### config.mk
export PLATFORM = sky130hd
export DESIGN_NAME = irq_coalesce_shim
export DESIGN_NICKNAME = d
export VERILOG_FILES = /design/src/rtl/irq_shim_pkg.sv /design/src/rtl/irq_shim_chan.sv /design/src/rtl/irq_coalesce_shim.sv
export SDC_FILE = /design/constraint.sdc
export NUM_CORES = 1
export LEC_CHECK = 0
export BUFFER_PORTS_ARGS = -buffer_cell sky130_fd_sc_hd__buf_2
export CORE_MARGIN = 2
export CORE_UTILIZATION = 60
export CTS_CLUSTER_DIAMETER = 80
export CTS_CLUSTER_SIZE = 16
export DETAILED_ROUTE_END_ITERATION = 8
export GPL_TIMING_DRIVEN = 0
export PLACE_DENSITY_LB_ADDON = 0.05
export SYNTH_ARGS = -nofsm -noshare
export SYNTH_HDL_FRONTEND = slang
export SYNTH_SLANG_ARGS = --single-unit
### constraint.sdc
create_clock -name clk -period 3.1 [get_ports clk]
set_input_delay 0.155 -clock clk [delete_from_list [all_inputs] [get_ports clk]]
set_output_delay 0.155 -clock clk [all_outputs]
set_load 0.05 [all_outputs]
### src/rtl/irq_shim_pkg.sv
// Shared types and helpers for the MSI-X interrupt coalescing shim.
package irq_shim_pkg;

  typedef enum logic [1:0] {
    ST_IDLE = 2'd0,
    ST_REQ  = 2'd1,
    ST_HOLD = 2'd2
  } chan_state_e;

  // Width of the holdoff down-counter; it is loaded with HOLDOFF_CYCLES-1.
  function automatic int hold_w(input int n);
    return (n <= 2) ? 1 : $clog2(n);
  endfunction

endpackage

### src/rtl/irq_shim_chan.sv
// One interrupt channel: request/ack handshake FSM, edge backlog counter,
// re-issue holdoff and sticky overflow flag.
module irq_shim_chan
  import irq_shim_pkg::*;
#(
  parameter bit LEVEL          = 1'b0,
  parameter int CNT_W          = 4,
  parameter int HOLDOFF_CYCLES = 0
) (
  input  logic clk,
  input  logic reset,
  input  logic s_req_i,
  input  logic decouple_i,
  input  logic m_ack_i,
  input  logic ovf_clr_i,
  output logic m_req_o,
  output logic s_ack_o,
  output logic ovf_o
);

  localparam int HW = hold_w(HOLDOFF_CYCLES);
  localparam int HOLD_LOAD = (HOLDOFF_CYCLES > 0) ? HOLDOFF_CYCLES - 1 : 0;
  localparam logic [CNT_W-1:0] BL_MAX = '1;

  chan_state_e      state_q;
  logic [CNT_W-1:0] backlog_q;
  logic [HW-1:0]    hold_q;
  logic             prev_q;
  logic             stale_q;
  logic             m_req_q;
  logic             s_ack_q;
  logic             ovf_q;

  logic edge_ev, can_issue, trigger, issue, consume, overflow;

  assign edge_ev   = !LEVEL && !decouple_i && s_req_i && !prev_q;
  // The last holdoff cycle doubles as IDLE so the gap is exactly HOLDOFF_CYCLES.
  assign can_issue = !decouple_i &&
                     (state_q == ST_IDLE || (state_q == ST_HOLD && hold_q == '0));
  assign trigger   = LEVEL ? s_req_i : (edge_ev || backlog_q != '0);
  assign issue     = can_issue && trigger;
  assign consume   = issue && !LEVEL;
  assign overflow  = edge_ev && !consume && backlog_q == BL_MAX;

  // NOTE: sequential state uses non-blocking assignments only; every register,
  // including the backlog counter, is cleared by the synchronous reset.
  always_ff @(posedge clk) begin
    if (reset) begin
      state_q   <= ST_IDLE;
      backlog_q <= '0;
      hold_q    <= '0;
      prev_q    <= 1'b0;
      stale_q   <= 1'b0;
      m_req_q   <= 1'b0;
      s_ack_q   <= 1'b0;
      ovf_q     <= 1'b0;
    end else begin
      s_ack_q <= 1'b0;
      prev_q  <= s_req_i && !decouple_i;

      if (decouple_i)
        backlog_q <= '0;
      else if (edge_ev && !consume && backlog_q != BL_MAX)
        backlog_q <= backlog_q + 1'b1;
      else if (!edge_ev && consume)
        backlog_q <= backlog_q - 1'b1;

      if (overflow)
        ovf_q <= 1'b1;
      else if (ovf_clr_i)
        ovf_q <= 1'b0;

      case (state_q)
        ST_IDLE: begin
          if (issue) begin
            state_q <= ST_REQ;
            m_req_q <= 1'b1;
            stale_q <= 1'b0;
          end
        end
        ST_REQ: begin
          if (decouple_i)
            stale_q <= 1'b1;
          if (m_ack_i) begin
            m_req_q <= 1'b0;
            s_ack_q <= !stale_q && !decouple_i;
            hold_q  <= HW'(HOLD_LOAD);
            state_q <= (HOLDOFF_CYCLES > 0) ? ST_HOLD : ST_IDLE;
          end
        end
        ST_HOLD: begin
          if (issue) begin
            state_q <= ST_REQ;
            m_req_q <= 1'b1;
            stale_q <= 1'b0;
          end else if (hold_q == '0) begin
            state_q <= ST_IDLE;
          end else begin
            hold_q <= hold_q - 1'b1;
          end
        end
        default: state_q <= ST_IDLE;
      endcase
    end
  end

  assign m_req_o = m_req_q;
  assign s_ack_o = s_ack_q;
  assign ovf_o   = ovf_q;

endmodule

### src/rtl/irq_coalesce_shim.sv
// MSI-X interrupt shim between a reconfigurable partition and the XDMA user
// IRQ port: one irq_shim_chan per channel plus the decouple status register.
module irq_coalesce_shim
  import irq_shim_pkg::*;
#(
  parameter int                 IRQ_NUM        = 16,
  parameter logic [IRQ_NUM-1:0] LEVEL_MASK     = '0,
  parameter int                 CNT_W          = 4,
  parameter int                 HOLDOFF_CYCLES = 0
) (
  input  logic               clk,
  input  logic               reset,
  input  logic [IRQ_NUM-1:0] s_irq_req,
  output logic [IRQ_NUM-1:0] s_irq_ack,
  output logic [IRQ_NUM-1:0] m_irq_req,
  input  logic [IRQ_NUM-1:0] m_irq_ack,
  output logic [IRQ_NUM-1:0] irq_ovf,
  input  logic [IRQ_NUM-1:0] irq_ovf_clr,
  input  logic               decouple_control,
  output logic               decouple_status
);

  logic decouple_status_q;

  for (genvar i = 0; i < IRQ_NUM; i++) begin : g_chan
    irq_shim_chan #(
      .LEVEL          (LEVEL_MASK[i]),
      .CNT_W          (CNT_W),
      .HOLDOFF_CYCLES (HOLDOFF_CYCLES)
    ) u_chan (
      .clk        (clk),
      .reset      (reset),
      .s_req_i    (s_irq_req[i]),
      .decouple_i (decouple_control),
      .m_ack_i    (m_irq_ack[i]),
      .ovf_clr_i  (irq_ovf_clr[i]),
      .m_req_o    (m_irq_req[i]),
      .s_ack_o    (s_irq_ack[i]),
      .ovf_o      (irq_ovf[i])
    );
  end

  always_ff @(posedge clk) begin
    if (reset) decouple_status_q <= 1'b0;
    else       decouple_status_q <= decouple_control;
  end

  assign decouple_status = decouple_status_q;

endmodule

==> results of run 1 <==
-- worst max-delay path: stages --
cell and delay, ns:
buf_2 0.17, buf_6 0.18, buf_2 0.35, buf_2 0.41, nor2_1 0.09, nand2_1 0.16, ha_1 0.26, a21o_1 0.18
a21oi_1 0.20, mux2i_1 0.25, mux2i_1 0.19
-- registers in the layout (all words and copies together) (netlist names) --
register                 cells
decouple_status              1
g_chan.u_chan.backlog_q     64
g_chan.u_chan.m_req_o       13
g_chan.u_chan.ovf_o         16
g_chan.u_chan.prev_q        16
g_chan.u_chan.s_ack_o       16
g_chan.u_chan.stale_q       16
g_chan.u_chan.state_q        3
-- placed cells by master, fill, tap and decap left out, types with 5 or more instances in the layout --
cell,Yosys,final
nor4_1,9,9
fa_1,16,16
dlygate4sd3_1,0,32
nand2_1,144,144
clkinv_2,0,5
or3_1,45,45
mux2i_1,80,80
nand3_1,8,8
ha_1,32,32
a21o_1,27,27
o32a_1,16,16
inv_1,16,16
nand2b_1,16,16
clkbuf_1,12,16
nor3_1,31,31
and3_1,8,8
nand4_1,16,16
o21ba_2,8,8
xor2_1,16,16
mux2_2,11,11
dfxtp_1,145,145
nor2_1,59,59
nor4_2,7,7
nor2b_1,19,19
clkbuf_16,0,17
a21oi_1,37,37
buf_2,17,116
and2_1,21,21
a21oi_4,8,8
buf_4,48,48
-- power groups by stage --
stage          Sequential [W]  Combinational [W]  Clock [W]
2_1_floorplan         0.00200           0.000390          0
3_3_place_gp          0.00201           0.000537          0
3_5_place_dp          0.00201           0.000543          0
4_1_cts               0.00197           0.000580    0.00195
5_1_grt               0.00198           0.000632    0.00204
6_report              0.00197           0.000583    0.00194
-- per-layer routing --
layer  up-vias  track usage
li1       3325            -
met1      3242        0.374
met2       177        0.483
met3        37       0.0718
met4         0       0.0971
met5         -            0
-- repair_timing --
| item | CTS | global route |
|---|---|---|
| hold buffers | 32 | 0 |
| endpoints found under the setup margin | 0 | 0 |
| hold endpoints to repair | 32 | 0 |
-- path summary, 6_finish.rpt --
| check | depth (start not counted) | end |
|---|---|---|
| max reg2reg | 9 | g_chan[12].u_chan.backlog_q[3] |
| max | 11 | g_chan[15].u_chan.backlog_q[3] |
| min | 3 | g_chan[4].u_chan.ovf_o |
| min reg2reg | 1 | g_chan[12].u_chan.s_ack_o |
-- cells by family after synthesis --
| logic type | Yosys count | share of synthesized area |
|---|---|---|
| AOI/OAI and AO/OA | 96 | 0.0943 |
| xor gates and xnor gates | 16 | 0.0174 |
| adders and majority gates | 48 | 0.0897 |
| buffers and inverters | 99 | 0.0764 |
| DFF | 145 | 0.361 |
| muxes | 91 | 0.115 |
| and+or+nand+nor | 392 | 0.246 |
-- metrics by stage --
step,hold WS (ns),util,total power (W),setup slack [ns],instance area (um^2)
after floorplan,0.277,-,0.00239,1.21,8040
after global placement,0.369,0.666,0.00254,0.466,8750
after detailed placement,0.370,0.666,0.00255,0.434,8750
after CTS,0.00475,0.733,0.00450,0.854,9620
after global routing,0.00296,0.733,0.00465,0.706,9620
final,0.00841,0.733,0.00449,0.846,9620
-- layout make-up --
type                    count  share of cell area
multi-input cells         643               0.470
repair buffers            131              0.0848
clock buffers              25              0.0515
well taps                 176              0.0229
flip-flops and latches    145               0.302
clock inverters             6             0.00572
plain buffers              83              0.0576
inverters                  16             0.00624
==> flow_summary.json, run 1 <==
{
  "status": "finished clean",
  "post_cts_buffers": 0,
  "cts.sinks": 145,
  "rows": 42,
  "regArea_um2": 2900,
  "regToRegSetupSlack_ns": 1.00,
  "p_switching_w": 0.00115,
  "syn_area_um2": 8040,
  "die-area_um2": 14300,
  "grt.total_usage": 0.292,
  "ys_types": 34,
  "root_buffer": "clkbuf_16",
  "synth.top_cell.area_share": 0.361,
  "die_w_um": 120,
  "cp_data_required_time_ns": 3.45,
  "area_growth_pct": 19.7,
  "arrival_ns": 2.61,
  "drt_iter0_drc": 442,
  "nets": 1136,
  "drc": 0,
  "place.gp.congestion": 0.847,
  "first_pass_iters": 5,
  "crit_type": "primary input to register",
  "final-instance-count-excl-fill": 1225,
  "pwr-share-seq": 0.438,
  "die_h_um": 120,
  "critPathCaptureType": "register",
  "ctsResizeCount": 0,
  "synthFlopType": "dfxtp_1",
  "fin_crit_ns": 2.25,
  "wire_per_inst_um": 16.4,
  "cts_tree": "done",
  "viasPerCell": 5.54,
  "setup_violations": 0,
  "wl_um": 20100,
  "cts_buffers": 17,
  "drive_gt1_frac": 0.228,
  "ios": 100,
  "yosysSeqAreaShare": 0.361,
  "yosysTopAreaCell": "dfxtp_1",
  "clk_pin_slew_ns": 0.06,
  "slew_violations": 0,
  "p_per_area_nw_per_um2": 467,
  "start_util": 0.612,
  "pwr-share-comb": 0.130,
  "ys_ff_latch": 145,
  "vias": 6781,
  "synthArstFlopShare": 0,
  "fillers": 1022,
  "startpoint_type": "primary input",
  "ir_drop_mv": 0.375,
  "reg2reg_from": "g_chan[12].u_chan.prev_q",
  "met3_length_um": 1260,
  "synthTopCellsByCount": "dfxtp_1 (145), nand2_1 (144), mux2i_1 (80)",
  "route.met2.wl_um": 9480,
  "synth_area_leaders": "dfxtp_1 (36%), mux2i_1 (10%), nand2_1 (6.7%)",
  "intPower_w": 0.00334,
  "finalSetupTns_ns": 0,
  "core_area_um2": 13100,
  "hold_viol": 0,
  "crit_fanout": 10,
  "synth.most_common_cell": "dfxtp_1",
  "max_slew_margin": 0.353,
  "hpwl_um": 13300,
  "grt_pass1_wl_um": 32400,
  "p_sw_frac": 0.257,
  "finClkSkew_ns": 0.00838,
  "drv_cap": 0,
  "startpoint": "decouple_control",
  "antenna_cells": 0,
  "clock_latency_ns": 0.42,
  "port_buffers": 99,
  "final.period_utilization": 0.727,
  "drtAntennaViolNets": 0,
  "rsz0062_at_grt": "no",
  "power.leakage_nw": 4.16,
  "synth_nets": 986,
  "syn_area_per_cell_um2": 9.06,
  "clock_path_buffers": 2,
  "yosys_warnings": 0,
  "dp_cells": 1162,
  "grt_max_degree": 17,
  "top_layer": "met4",
  "multi_input_area_um2": 4520,
  "synth-edff-count": 0,
  "syn_inst": 887,
  "grt_overflow": 0,
  "antenna_found_initial": 0,
  "grt_pass1_vias": 6466,
  "worstHoldStart": "irq_ovf_clr[4]",
  "max_freq_mhz": 444,
  "worst_pin_slew_ns": 0.970,
  "hold_path.class": "primary input to register",
  "cts-htree-levels": 4,
  "wl_met1_um": 8860,
  "p_clk_frac": 0.432
}
(Power assumes the default switching activity.)
==> inputs of run 2 (changes only) <==
--- a/config.mk
+++ b/config.mk
@@ -7,7 +7,7 @@
 export LEC_CHECK = 0
 export BUFFER_PORTS_ARGS = -buffer_cell sky130_fd_sc_hd__buf_2
 export CORE_MARGIN = 2
-export CORE_UTILIZATION = 60
+export CORE_UTILIZATION = 53
 export CTS_CLUSTER_DIAMETER = 80
 export CTS_CLUSTER_SIZE = 16
 export DETAILED_ROUTE_END_ITERATION = 8
==> constraint.sdc (replaced) <==
create_clock -name clk -period 1.9 [get_ports clk]
set_input_delay 0.095 -clock clk [delete_from_list [all_inputs] [get_ports clk]]
set_output_delay 0.095 -clock clk [all_outputs]
set_load 0.05 [all_outputs]
==> run 2 against run 1 <==
  * Critical path depth is 1 lower
  * Clock power is 80% higher
  * Global-route usage is 2.8 points lower
  * Total power is 74% higher
  * Sequential power is 64% higher
  * Design area is 11% higher
  * Count of clock-buffer cells in the layout is 5 lower
  * Final cell count is 5.6% higher
  * Worst hold slack better by 0.16 ns
  * Critical endpoint is now g_chan[5].u_chan.backlog_q[2]
  * Largest cell class unchanged
==> flow_summary.json, run 2 (same netlist as run 1, synthesis figures left out) <==
{
  "reg2reg_from": "g_chan[5].u_chan.prev_q",
  "startpoint_type": "register",
  "worstHoldStart": "s_irq_req[10]",
  "largest_reg_flops": 64,
  "drt_iter0_drc": 324,
  "wire_per_inst_um": 16.7,
  "rr_worst_depth": 10,
  "slew_violations": 0,
  "vias": 6880,
  "start_util": 0.535,
  "finClkSkew_ns": 0.00762,
  "die_w_um": 127,
  "status": "finished clean",
  "min_path_cells": 5,
  "clock_path_buffers": 2,
  "drtAntennaViolNets": 0,
  "final.period_utilization": 0.985,
  "max_freq_mhz": 534,
  "gr-usage-met3": 0.0498,
  "grt_pass1_vias": 6388,
  "crit_type": "register to register",
  "nets": 1191,
  "final_util": 0.710,
  "antenna_cells": 0,
  "pwr-share-seq": 0.414,
  "cts_buffers": 17,
  "drc": 0,
  "crit_fanout": 3,
  "hold_viol": 0,
  "layout_common_cells": "nand2_1 (118), buf_2 (111), buf_4 (89)",
  "place_worst_setup_slack_ns": -0.761,
  "total_power_w": 0.00780,
  "met2_usage": 0.446,
  "fillers": 1166,
  "wl_um": 21600,
  "arrival_ns": 2.20,
  "rsz0062_at_grt": "yes",
  "drive_gt1_frac": 0.386,
  "critPathCaptureType": "register",
  "viasPerCell": 5.32,
  "cts_tree": "done",
  "antenna_found_initial": 0,
  "setup_violations": 0,
  "drv_cap": 0,
  "cts.sinks": 145,
  "ios": 100,
  "grt_pass1_wl_um": 33100,
  "r2r-end": "g_chan[5].u_chan.backlog_q[2]",
  "rows": 45,
  "core_area_um2": 15000,
  "clock_latency_ns": 0.42,
  "intPower_w": 0.00576,
  "power.leakage_nw": 4.53,
  "place.gp.congestion": 0.822,
  "max_slew_margin": 0.438,
  "fin_crit_ns": 1.87,
  "hpwl_um": 13700,
  "clk_pin_slew_ns": 0.07,
  "multi_input_area_um2": 4930,
  "cp_data_required_time_ns": 2.23,
  "layout_setup_ws_ns": 0.0287,
  "pwr-share-comb": 0.138,
  "regArea_um2": 2980,
  "worst_pin_slew_ns": 0.843,
  "first_pass_iters": 5,
  "die_h_um": 127,
  "gr-usage-met1": 0.349,
  "grt.total_usage": 0.263,
  "p_sw_frac": 0.261,
  "port_buffers": 99,
  "largest-register": "g_chan.u_chan.backlog_q",
  "p_per_area_nw_per_um2": 731,
  "die-area_um2": 16200,
  "grt_max_degree": 17,
  "ir_drop_mv": 0.700,
  "p_switching_w": 0.00204,
  "layout_commonest_cell": "nand2_1",
  "whs_endpoint": "g_chan[10].u_chan.m_req_o",
  "p_clk_frac": 0.448,
  "root_buffer": "clkbuf_16",
  "area_growth_pct": 32.7,
  "regToRegSetupSlack_ns": 0.03,
  "hold_path.class": "primary input to register",
  "cts-htree-levels": 4,
  "grt_overflow": 0,
  "grt_busiest_layer": "met2"
}
[run 2: changes by cell type in the layout (fill, tap and decap cells not counted), moves of 26 or more]
cell | previous run | this run
buf_4 | 48 | 89
dfxtp_1 | 145 | 84
dfxtp_2 | 0 | 61
nand2_1 | 144 | 118
nand2_2 | 0 | 26
[run 2: stage by stage]
stage / hold slack [ns] / instance area (um^2) / std cells / TNS, ns
after floorplan: 0.217 / 8040 / 887 / 0
after global placement: 0.309 / 8770 / 1174 / -13.93
after detailed placement: 0.317 / 8770 / 1174 / -14.35
after CTS: 0.163 / 10100 / 1264 / -0.0195
after global routing: 0.198 / 10700 / 1293 / -0.435
final: 0.166 / 10700 / 1293 / 0
[run 2: worst max-delay path by stage]
stage                             start                              to  slack (ns)  cells after the start
5_1_grt         g_chan[5].u_chan.prev_q   g_chan[5].u_chan.backlog_q[2]       -0.08                     10
6_report        g_chan[5].u_chan.prev_q   g_chan[5].u_chan.backlog_q[2]        0.03                     10
3_5_place_dp           decouple_control  g_chan[10].u_chan.backlog_q[3]       -0.76                     11
2_1_floorplan          decouple_control  g_chan[13].u_chan.backlog_q[3]        0.07                     10
3_3_place_gp           decouple_control  g_chan[13].u_chan.backlog_q[3]       -0.72                     11
4_1_cts        g_chan[10].u_chan.prev_q  g_chan[10].u_chan.backlog_q[3]       -0.02                      9
[run 2: worst max-delay path, stage by stage (launching register included)]
cell	delay, ns
dfxtp_2	0.33
nor2b_4	0.13
nand2_2	0.07
nor2_2	0.11
nand2_2	0.07
buf_4	0.15
buf_4	0.13
fa_1	0.38
xor2_1	0.15
nand2_1	0.07
mux2i_1	0.19
[run 2: what timing repair did]
action	CTS	global route
pin swaps	1	41
endpoints found under the hold margin	64	0
setup buffers	10	32
endpoints found under the setup margin	16	19
resized for setup	51	107
cloned	0	0
hold buffers	48	0
[run 2: per-layer routing]
layer,wire [um],part of all wire,up-vias
li1,-,-,3438
met3,1000,0.046,29
met1,9730,0.45,3267
met4,417,0.019,0
met2,10500,0.48,146
met5,0,0,-
[run 2: area by class of cell]
cell class | instances | share of cell area
clock inverters | 12 | 0.0149
multi-input cells | 643 | 0.462
plain buffers | 83 | 0.0528
repair buffers | 186 | 0.120
flip-flops and latches | 145 | 0.279
well taps | 188 | 0.0220
inverters | 16 | 0.00563
clock buffers | 20 | 0.0428
[run 2: power groups by stage]
| stage | clock [W] | combinational, W | sequential [W] |
|---|---|---|---|
| 2_1_floorplan | 0 | 0.000636 | 0.00326 |
| 3_3_place_gp | 0 | 0.000886 | 0.00327 |
| 3_5_place_dp | 0 | 0.000893 | 0.00327 |
| 4_1_cts | 0.00352 | 0.00100 | 0.00321 |
| 5_1_grt | 0.00366 | 0.00116 | 0.00324 |
| 6_report | 0.00349 | 0.00108 | 0.00323 |
==> inputs of run 3 (changes only) <==
--- a/config.mk
+++ b/config.mk
@@ -9,10 +9,11 @@
 export CORE_MARGIN = 2
 export CORE_UTILIZATION = 53
 export CTS_CLUSTER_DIAMETER = 80
-export CTS_CLUSTER_SIZE = 16
 export DETAILED_ROUTE_END_ITERATION = 8
+export GPL_ROUTABILITY_DRIVEN = 0
 export GPL_TIMING_DRIVEN = 0
 export PLACE_DENSITY_LB_ADDON = 0.05
+export SETUP_SLACK_MARGIN = 0.2
 export SYNTH_ARGS = -nofsm -noshare
 export SYNTH_HDL_FRONTEND = slang
 export SYNTH_SLANG_ARGS = --single-unit
==> run 3 against run 2 <==
  * Combinational power rose by 12%
  * Worst hold slack improved by 0.0099 ns
  * Total power fell by 3.2%
  * Largest cell class unchanged
  * Clock skew barely moved
  * Non-clock buffer count rose by 72
  * Global-route usage rose by 1.2 points
  * Via count rose by 6.6%
  * Design area rose by 7.0%
  * Clock power fell by 11%
  * Critical path depth fell by 1
  * Sequential cell count did not move
  * First-iteration DRC count rose by 21%
==> flow_summary.json, run 3 (same netlist as run 1, synthesis figures left out) <==
{
  "hold_viol": 0,
  "max_freq_mhz": 533,
  "ios": 100,
  "area_growth_pct": 42.0,
  "first_pass_iters": 5,
  "worst_pin_slew_ns": 0.967,
  "cp_data_required_time_ns": 2.25,
  "nets": 1263,
  "largest-register": "g_chan.u_chan.backlog_q",
  "min_path_cells": 5,
  "ir_drop_mv": 0.863,
  "slew_violations": 0,
  "die_w_um": 127,
  "p_per_area_nw_per_um2": 662,
  "met2_usage": 0.441,
  "die_h_um": 127,
  "whs_endpoint": "g_chan[14].u_chan.m_req_o",
  "fin_hold_ws_ns": 0.176,
  "grt.total_usage": 0.275,
  "viasPerCell": 5.37,
  "grt_overflow": 0,
  "clock_latency_ns": 0.42,
  "reg2reg_from": "g_chan[2].u_chan.prev_q",
  "wl_um": 23200,
  "cpMaxStageDelayCell": "dfxtp_2",
  "rows": 45,
  "crit_family": "multiplexers",
  "final.period_utilization": 0.988,
  "max_slew_margin": 0.355,
  "grt_busiest_layer": "met2",
  "cts.sinks": 145,
  "setup_violations": 0,
  "antenna_found_initial": 0,
  "vias": 7331,
  "root_buffer": "clkbuf_16",
  "startpoint_type": "register",
  "regToRegSetupSlack_ns": 0.02,
  "cts_buffers": 17,
  "gr-usage-met1": 0.369,
  "largest_reg_flops": 64,
  "finClkSkew_ns": 0.00806,
  "grt_pass1_wl_um": 34600,
  "rsz0062_at_grt": "yes",
  "crit_type": "register to register",
  "r2r-end": "g_chan[2].u_chan.backlog_q[3]",
  "hpwl_um": 13500,
  "fin_crit_ns": 1.88,
  "path_cells": "nor2b_4 > nand2_2 > nor2_1 > nand2_1 > ha_1 > a21o_1 > a21oi_2 > mux2i_2 > mux2i_1",
  "grt_pass1_vias": 6739,
  "drv_cap": 0,
  "critPathCaptureType": "register",
  "layout_common_cells": "nand2_1 (125), buf_2 (114), buf_4 (95)",
  "total_power_w": 0.00755,
  "drc": 0,
  "drtAntennaViolNets": 0,
  "status": "finished clean",
  "worstHoldStart": "s_irq_req[14]",
  "rr_worst_depth": 9,
  "gr-usage-met3": 0.0649,
  "antenna_cells": 0,
  "grt_max_degree": 17,
  "power.leakage_nw": 4.92,
  "cts-htree-levels": 4,
  "die-area_um2": 16200,
  "drt_iter0_drc": 391,
  "drive_gt1_frac": 0.430,
  "clock_path_buffers": 2,
  "arrival_ns": 2.23,
  "clk_pin_slew_ns": 0.06,
  "crit_fanout": 3,
  "cts_tree": "done",
  "cp_num_buf_inv": 0,
  "core_area_um2": 15000,
  "wire_per_inst_um": 17.0,
  "crit_path_max_incr_delay_ns": 0.33,
  "hold_path.class": "primary input to register",
  "port_buffers": 99,
  "start_util": 0.535,
  "layout_commonest_cell": "nand2_1"
}
==> run 3: worst max-delay path by stage <==
stage | depth (start not counted) | startpoint | slack (ns) | end
2_1_floorplan | 9 | g_chan[14].u_chan.prev_q | 0.16 | g_chan[14].u_chan.backlog_q[3]
3_3_place_gp | 11 | decouple_control | -0.26 | g_chan[13].u_chan.backlog_q[3]
3_5_place_dp | 11 | decouple_control | -0.30 | g_chan[10].u_chan.backlog_q[3]
4_1_cts | 9 | g_chan[14].u_chan.prev_q | 0.06 | g_chan[14].u_chan.backlog_q[3]
5_1_grt | 9 | g_chan[4].u_chan.prev_q | -0.12 | g_chan[4].u_chan.backlog_q[3]
6_report | 9 | g_chan[2].u_chan.prev_q | 0.02 | g_chan[2].u_chan.backlog_q[3]
==> run 3: repair_timing <==
item | 4_1_cts | 5_1_grt
pin swaps | 39 | 56
endpoints found under the hold margin | 63 | 1
hold buffers | 47 | 1
buffers inserted | 84 | 27
setup endpoints to repair | 16 | 52
gates resized for setup | 86 | 125
==> run 3: layer usage <==
| layer | up-vias | part of all wire | wire (um) |
|---|---|---|---|
| li1 | 3578 | - | - |
| met1 | 3548 | 0.46 | 10600 |
| met2 | 169 | 0.48 | 11100 |
| met3 | 36 | 0.044 | 1020 |
| met4 | 0 | 0.023 | 527 |
| met5 | - | 0 | 0 |
==> run 3: cell type report <==
| cell class | count | area (um^2) |
|---|---|---|
| clock inverters | 6 | 30.0 |
| multi-input cells | 643 | 4960 |
| flip-flops and latches | 145 | 3000 |
| fillers | 1060 | 3620 |
| clock buffers | 25 | 505 |
| inverters | 16 | 60.1 |
| plain buffers | 83 | 572 |
| well taps | 188 | 235 |
| repair buffers | 258 | 2050 |
==> run 3: power breakdown <==
group          switching [W]  internal, W
Sequential          0.000103      0.00313
Combinational       0.000621     0.000589
Clock                0.00129      0.00182
Total                0.00201      0.00554
==> run 3: metrics by stage <==
stage,area (um^2),util,TNS [ns],instances,setup WS [ns]
floorplan,8120,-,0,887,0.160
global placement,8850,0.589,-3.56,1174,-0.264
detailed placement,8850,0.589,-3.90,1174,-0.300
CTS,10700,0.714,0,1336,0.0566
global route,11400,0.759,-0.742,1364,-0.122
finish,11400,0.759,0,1364,0.0235
==> run 3: tightest hold or removal path: cells and delay by family <==
| kind | cells | cell delay (ns) |
|---|---|---|
| buffers and inverters | 1 | 0.11 |
| AO/OA/AOI/OAI | 1 | 0.12 |
| AND/OR/NAND/NOR | 2 | 0.10 |
| multiplexers | 1 | 0.14 |
